===== src/rtl/alu_op_responder_pkg.sv =====
// rtl/alu_op_responder_pkg.sv - shared opcodes, FSM states and default width
package alu_op_responder_pkg;

   localparam int DEFAULT_WIDTH = 4;

   localparam logic OP_ADD = 1'b0;
   localparam logic OP_MUL = 1'b1;

   typedef enum logic [1:0] {
      ST_IDLE = 2'd0,
      ST_MUL  = 2'd1,
      ST_DONE = 2'd2
   } state_t;

endpackage


===== src/rtl/shift_add_multiplier.sv =====
// rtl/shift_add_multiplier.sv - LSB-first shift-add multiplier, one B bit per cycle
// product is the accumulator plus the current partial term, so it is final while done is high.
module shift_add_multiplier
   import alu_op_responder_pkg::*;
#(
   parameter int WIDTH = DEFAULT_WIDTH
) (
   input  logic               clk_i,
   input  logic               reset_n,
   input  logic               start,
   input  logic [WIDTH-1:0]   a,
   input  logic [WIDTH-1:0]   b,
   output logic               done,
   output logic [2*WIDTH-1:0] product
);

   localparam int CNT_W = $clog2(WIDTH + 1);
   localparam logic [CNT_W-1:0] CNT_LAST = CNT_W'(WIDTH - 1);
   localparam logic [CNT_W-1:0] CNT_FULL = CNT_W'(WIDTH);

   logic [2*WIDTH-1:0] r_acc;
   logic [2*WIDTH-1:0] r_sha;
   logic [WIDTH-1:0]   r_b;
   logic [CNT_W-1:0]   r_cnt;

   logic               w_running;
   logic [2*WIDTH-1:0] w_partial;
   logic [2*WIDTH-1:0] w_acc_next;

   // Counter parks at WIDTH when idle so nothing moves outside a run.
   assign w_running  = (r_cnt != CNT_FULL);
   assign w_partial  = r_b[0] ? r_sha : '0;
   assign w_acc_next = r_acc + w_partial;

   assign done    = w_running && (r_cnt == CNT_LAST);
   assign product = w_acc_next;

   always_ff @(posedge clk_i or negedge reset_n) begin
      if (!reset_n) begin
         r_acc <= '0;
         r_sha <= '0;
         r_b   <= '0;
         r_cnt <= CNT_FULL;
      end else if (start) begin
         r_acc <= '0;
         r_sha <= {{WIDTH{1'b0}}, a};
         r_b   <= b;
         r_cnt <= '0;
      end else if (w_running) begin
         r_acc <= w_acc_next;
         r_sha <= r_sha << 1;
         r_b   <= r_b >> 1;
         r_cnt <= r_cnt + 1'b1;
      end
   end

endmodule


===== src/rtl/alu_op_responder.sv =====
// rtl/alu_op_responder.sv - flow-controlled add/multiply responder
// Owns the request/response handshake, the result register and the completion counter.
module alu_op_responder
   import alu_op_responder_pkg::*;
#(
   parameter int WIDTH = DEFAULT_WIDTH
) (
   input  logic               clk_i,
   input  logic               reset_n,
   input  logic               req_valid_i,
   output logic               req_ready_o,
   input  logic               req_sel_i,
   input  logic [WIDTH-1:0]   req_a_i,
   input  logic [WIDTH-1:0]   req_b_i,
   output logic               rsp_valid_o,
   input  logic               rsp_ready_i,
   output logic [2*WIDTH-1:0] rsp_data_o,
   output logic               rsp_sel_o,
   output logic               busy_o,
   output logic [7:0]         op_count_o
);

   state_t             r_state;
   state_t             w_next_state;
   logic [2*WIDTH-1:0] r_result;
   logic               r_sel;
   logic [7:0]         r_count;

   logic               w_accept;
   logic               w_start;
   logic               w_mul_done;
   logic [2*WIDTH-1:0] w_product;
   logic [2*WIDTH-1:0] w_sum;

   assign w_accept = req_valid_i && (r_state == ST_IDLE);
   assign w_sum    = {{WIDTH{1'b0}}, req_a_i} + {{WIDTH{1'b0}}, req_b_i};

   shift_add_multiplier #(
      .WIDTH (WIDTH)
   ) u_mul (
      .clk_i   (clk_i),
      .reset_n (reset_n),
      .start   (w_start),
      .a       (req_a_i),
      .b       (req_b_i),
      .done    (w_mul_done),
      .product (w_product)
   );

   always_comb begin
      w_next_state = r_state;
      w_start      = 1'b0;
      case (r_state)
         ST_IDLE: begin
            if (w_accept) begin
               if (req_sel_i == OP_MUL) begin
                  w_next_state = ST_MUL;
                  w_start      = 1'b1;
               end else begin
                  w_next_state = ST_DONE;
               end
            end
         end
         ST_MUL:  if (w_mul_done) w_next_state = ST_DONE;
         ST_DONE: if (rsp_ready_i) w_next_state = ST_IDLE;
         default: w_next_state = ST_IDLE;
      endcase
   end

   always_ff @(posedge clk_i or negedge reset_n) begin
      if (!reset_n) begin
         r_state  <= ST_IDLE;
         r_result <= '0;
         r_sel    <= 1'b0;
         r_count  <= '0;
      end else begin
         r_state <= w_next_state;
         if (w_accept) r_sel <= req_sel_i;
         if (w_accept && (req_sel_i == OP_ADD)) r_result <= w_sum;
         if ((r_state == ST_MUL) && w_mul_done) r_result <= w_product;
         if ((r_state == ST_DONE) && rsp_ready_i) r_count <= r_count + 8'd1;
      end
   end

   assign req_ready_o = (r_state == ST_IDLE);
   assign rsp_valid_o = (r_state == ST_DONE);
   assign busy_o      = (r_state != ST_IDLE);
   assign rsp_data_o  = r_result;
   assign rsp_sel_o   = r_sel;
   assign op_count_o  = r_count;

endmodule


===== config.mk =====
export PLATFORM = sky130hd
export DESIGN_NAME = alu_op_responder
export DESIGN_NICKNAME = d
export VERILOG_FILES = /design/src/rtl/alu_op_responder_pkg.sv /design/src/rtl/shift_add_multiplier.sv /design/src/rtl/alu_op_responder.sv
export SDC_FILE = /design/constraint.sdc
export NUM_CORES = 1
export LEC_CHECK = 0
export ABC_CLOCK_PERIOD_IN_PS = 2400
export CAP_MARGIN = 20
export CORE_UTILIZATION = 45
export CTS_CLUSTER_DIAMETER = 120
export CTS_CLUSTER_SIZE = 30
export DETAILED_ROUTE_END_ITERATION = 8
export GPL_TIMING_DRIVEN = 0
export PLACE_DENSITY = 0.68
export SYNTH_ARGS = -nofsm -noshare
export SYNTH_HDL_FRONTEND = slang
export SYNTH_SLANG_ARGS = --single-unit
export TNS_END_PERCENT = 50

===== constraint.sdc =====
create_clock -name clk_i -period 2.4 [get_ports clk_i]
set_clock_uncertainty 0.2 [all_clocks]
set_input_delay 0.48 -clock clk_i [delete_from_list [all_inputs] [get_ports clk_i]]
set_output_delay 0.48 -clock clk_i [all_outputs]
set_load 0.05 [all_outputs]

==> flow_summary_export.csv <==
group,metric,value,unit
timing,slew_violations,0,
floorplanning,die_x,73.8,um
timing,slew_headroom,65.8,%
finish,fill_cells,447,
grt,antenna_found_initial,0,
synthesis,mappedNetlistArea,0.00232,mm2
floorplanning,num_io_pins,33,
power,p_per_area,1220,mW/mm2
synthesis,syn_area_per_cell,9.83,um2
clock_tree,clock_latency,0.29,ns
timing,finalHoldViolCount,0,
finish,final_nets,308,
detailed_routing,ant_nets,0,
detailed_routing,dr.pass1.iters,4,
worst_setup_path,end_kind,"flip-flop",
synthesis,synthFlopType,"dfrtp_1",
worst_setup_path,worstPathRequired,2.35,ns
finish,antenna_cells,0,
synthesis,ys_ff_latch,42,
timing,tightest_slew,0.512,ns
status,status,"completed",
grt,grt_usage,20.0,%
placed_design,place_hpwl,3.56,mm
floorplanning,dieArea,0.00545,mm2
clock_tree,cts_buffer_depth,2,
power,ir_drop,0.524,mV
clock_tree,clk_pin_slew,0.08,ns
synthesis,ys_warn_count,0,
synthesis,synth_nets,266,
worst_setup_path,crit_fanout,6,
placed_design,routabilityCongestion,0.795,
floorplanning,start_util,47.9,%
floorplanning,core_area,0.00485,mm2
detailed_routing,vias,1806,
detailed_routing,dr.max_layer_used,"met4",
detailed_routing,drt-total-wl,4.89,mm
detailed_routing,drt_iter0_drc,61,
synthesis,synth_edf_count,0,
synthesis,synth_seq_area_share,45.3,%
worst_setup_path,arrival,2.24,ns
detailed_routing,dr_wl_met2,2.31,mm
placed_design,port_buffers,32,
power,total_power,3.48,mW
clock_tree,cts.sinks,42,
finish,layout_commonest_cell,"nand2_1",
power,power.leakage,1.37,nW
synthesis,ys_types,44,
grt,grt_pass1_vias,1724,
finish,mostFrequentLayoutCells,"nand2_1, dfrtp_1, clkdlybuf4s50_1, a21oi_1, ha_1",
clock_tree,cts_made_buffers,5,
job,max_cap_viol_count,0,
finish,areaGrowthSynthToFinish,22.8,%
worst_setup_path,critPathKind,"flip-flop to flip-flop",
finish,drive_gt1_share,11.5,%
timing,min_period_over_period,95.3,%
synthesis,syn_inst,236,
timing,setup_viol,0,
timing,fmax,437,MHz
detailed_routing,viasPerCell,5.22,
detailed_routing,avgRoutedWirePerCell,14.1,um
timing,fin_ws,0.112,ns
timing,fin_crit,2.29,ns
clock_tree,cts_tree,"done",
placed_design,post-place-ws,-0.0823,ns
grt,grt_max_degree,41,
floorplanning,num_rows,25,
synthesis,synthArstFlopShare,100,%
min_path,hp-class,"flip-flop to flip-flop",
detailed_routing,dr_wl_met3,180,um
floorplanning,die_h,73.8,um
detailed_routing,route.detailed.drc,0,
grt,grt_pass1_wl,8.11,mm
worst_setup_path,crit_path_start_kind,"flip-flop",
clock_tree,root_buffer,"clkbuf_8",
detailed_routing,drt-met1-wl,2.31,mm
clock_tree,h-tree-depth,2,
grt,grt-ovfl-total,0,
layout make-up:
| cell class | instances | area (um2) | share of cell area [%] |
|---|---|---|---|
| flip-flops and latches | 42 | 1050 | 37.0 |
| well taps | 67 | 83.8 | 2.94 |
| multi-input cells | 175 | 1190 | 41.7 |
| repair buffers | 35 | 357 | 12.5 |
| clock buffers | 8 | 80.1 | 2.81 |
| inverters | 9 | 33.8 | 1.19 |
| plain buffers | 10 | 53.8 | 1.89 |
power by group:
part	total [mW]	leakage, nW	internal [mW]	switching [mW]
Clock	0.434	0.0395	0.207	0.227
Combinational	1.84	0.786	0.691	1.15
Sequential	1.20	0.543	0.994	0.206
per-stage QoR:
stage / utilization [%] / instance area, um2 / instances / hold slack (ns) / TNS [ns]
2_1_floorplan: - / 2320 / 236 / -0.0156 / 0
3_3_place_gp: 56.2 / 2730 / 335 / 0.261 / -18.78
3_5_place_dp: 56.5 / 2740 / 336 / 0.0950 / -0.129
4_1_cts: 58.4 / 2830 / 345 / 0.278 / 0
5_1_grt: 58.8 / 2850 / 346 / 0.303 / -0.0146
6_report: 58.8 / 2850 / 346 / 0.271 / 0
repair_timing:
action / 4_1_cts / 5_1_grt
endpoints found under the hold margin: 2 / 0
pin swaps: 0 / 2
hold buffers: 1 / 0
endpoints found under the setup margin: 4 / 5
gates cloned: 0 / 0
buffers inserted: 0 / 1
gates resized for setup: 3 / 3
flip-flops by register name, indices dropped and copies added, names as in the netlist:
signal / cells
op_count_o: 8
rsp_sel_o: 1
r_state: 2
u_mul.r_cnt: 3
u_mul.r_sha: 8
rsp_data_o: 8
u_mul.r_acc: 8
u_mul.r_b: 4
routing by layer:
metal / global-route usage (%) / up-vias
li1: - / 892
met1: 25.2 / 853
met2: 33.5 / 52
met3: 4.66 / 9
met4: 7.26 / 0
met5: 0 / -
critical path: stages, from the launching register on:
cell      delay (ns)
dfrtp_2         0.43
buf_4           0.16
and2_1          0.15
ha_1            0.41
nand4_1         0.11
a21oi_1         0.14
and3b_1         0.20
xnor2_1         0.24
a211oi_2        0.11
cells in the mapped netlist, types with 5 or more instances:
library cell | count | area, um2
a21o_1 | 5 | 37.5
a21oi_1 | 15 | 75.1
and2_1 | 8 | 50.1
buf_2 | 7 | 35.0
dfrtp_1 | 41 | 1030
ha_1 | 15 | 188
inv_1 | 8 | 30.0
mux2i_1 | 7 | 70.1
nand2_1 | 43 | 161
nor2_1 | 11 | 41.3
o21ai_0 | 14 | 70.1
xnor2_1 | 11 | 96.3
xor2_1 | 6 | 52.6
kinds of logic after synthesis:
group	synth area share, %
muxes	3.50
adders and majority gates	9.81
xor gates and xnor gates	6.41
buffers and inverters	3.77
AOI/OAI and AO/OA	13.0
DFF	45.3
and+or+nand+nor	18.1
worst paths after layout:
check,startpoint,to,slack (ns),depth (start not counted)
setup / recovery,u_mul.r_b[0]$_DFFE_PN0P_,u_mul.r_acc[7]$_DFFE_PN0P_,0.11,8
hold / removal,op_count_o[7]$_DFFE_PN0P_,op_count_o[7]$_DFFE_PN0P_,0.27,1
setup reg to reg,u_mul.r_b[0]$_DFFE_PN0P_,u_mul.r_acc[7]$_DFFE_PN0P_,0.11,8
hold reg to reg,op_count_o[7]$_DFFE_PN0P_,op_count_o[7]$_DFFE_PN0P_,0.27,1
max in group asynchronous,reset_n,u_mul.r_cnt[2]$_DFFE_PN1P_,1.21,3
min in group asynchronous,reset_n,op_count_o[0]$_DFFE_PN0P_,0.32,2
Power figures use the tool's default switching activity.
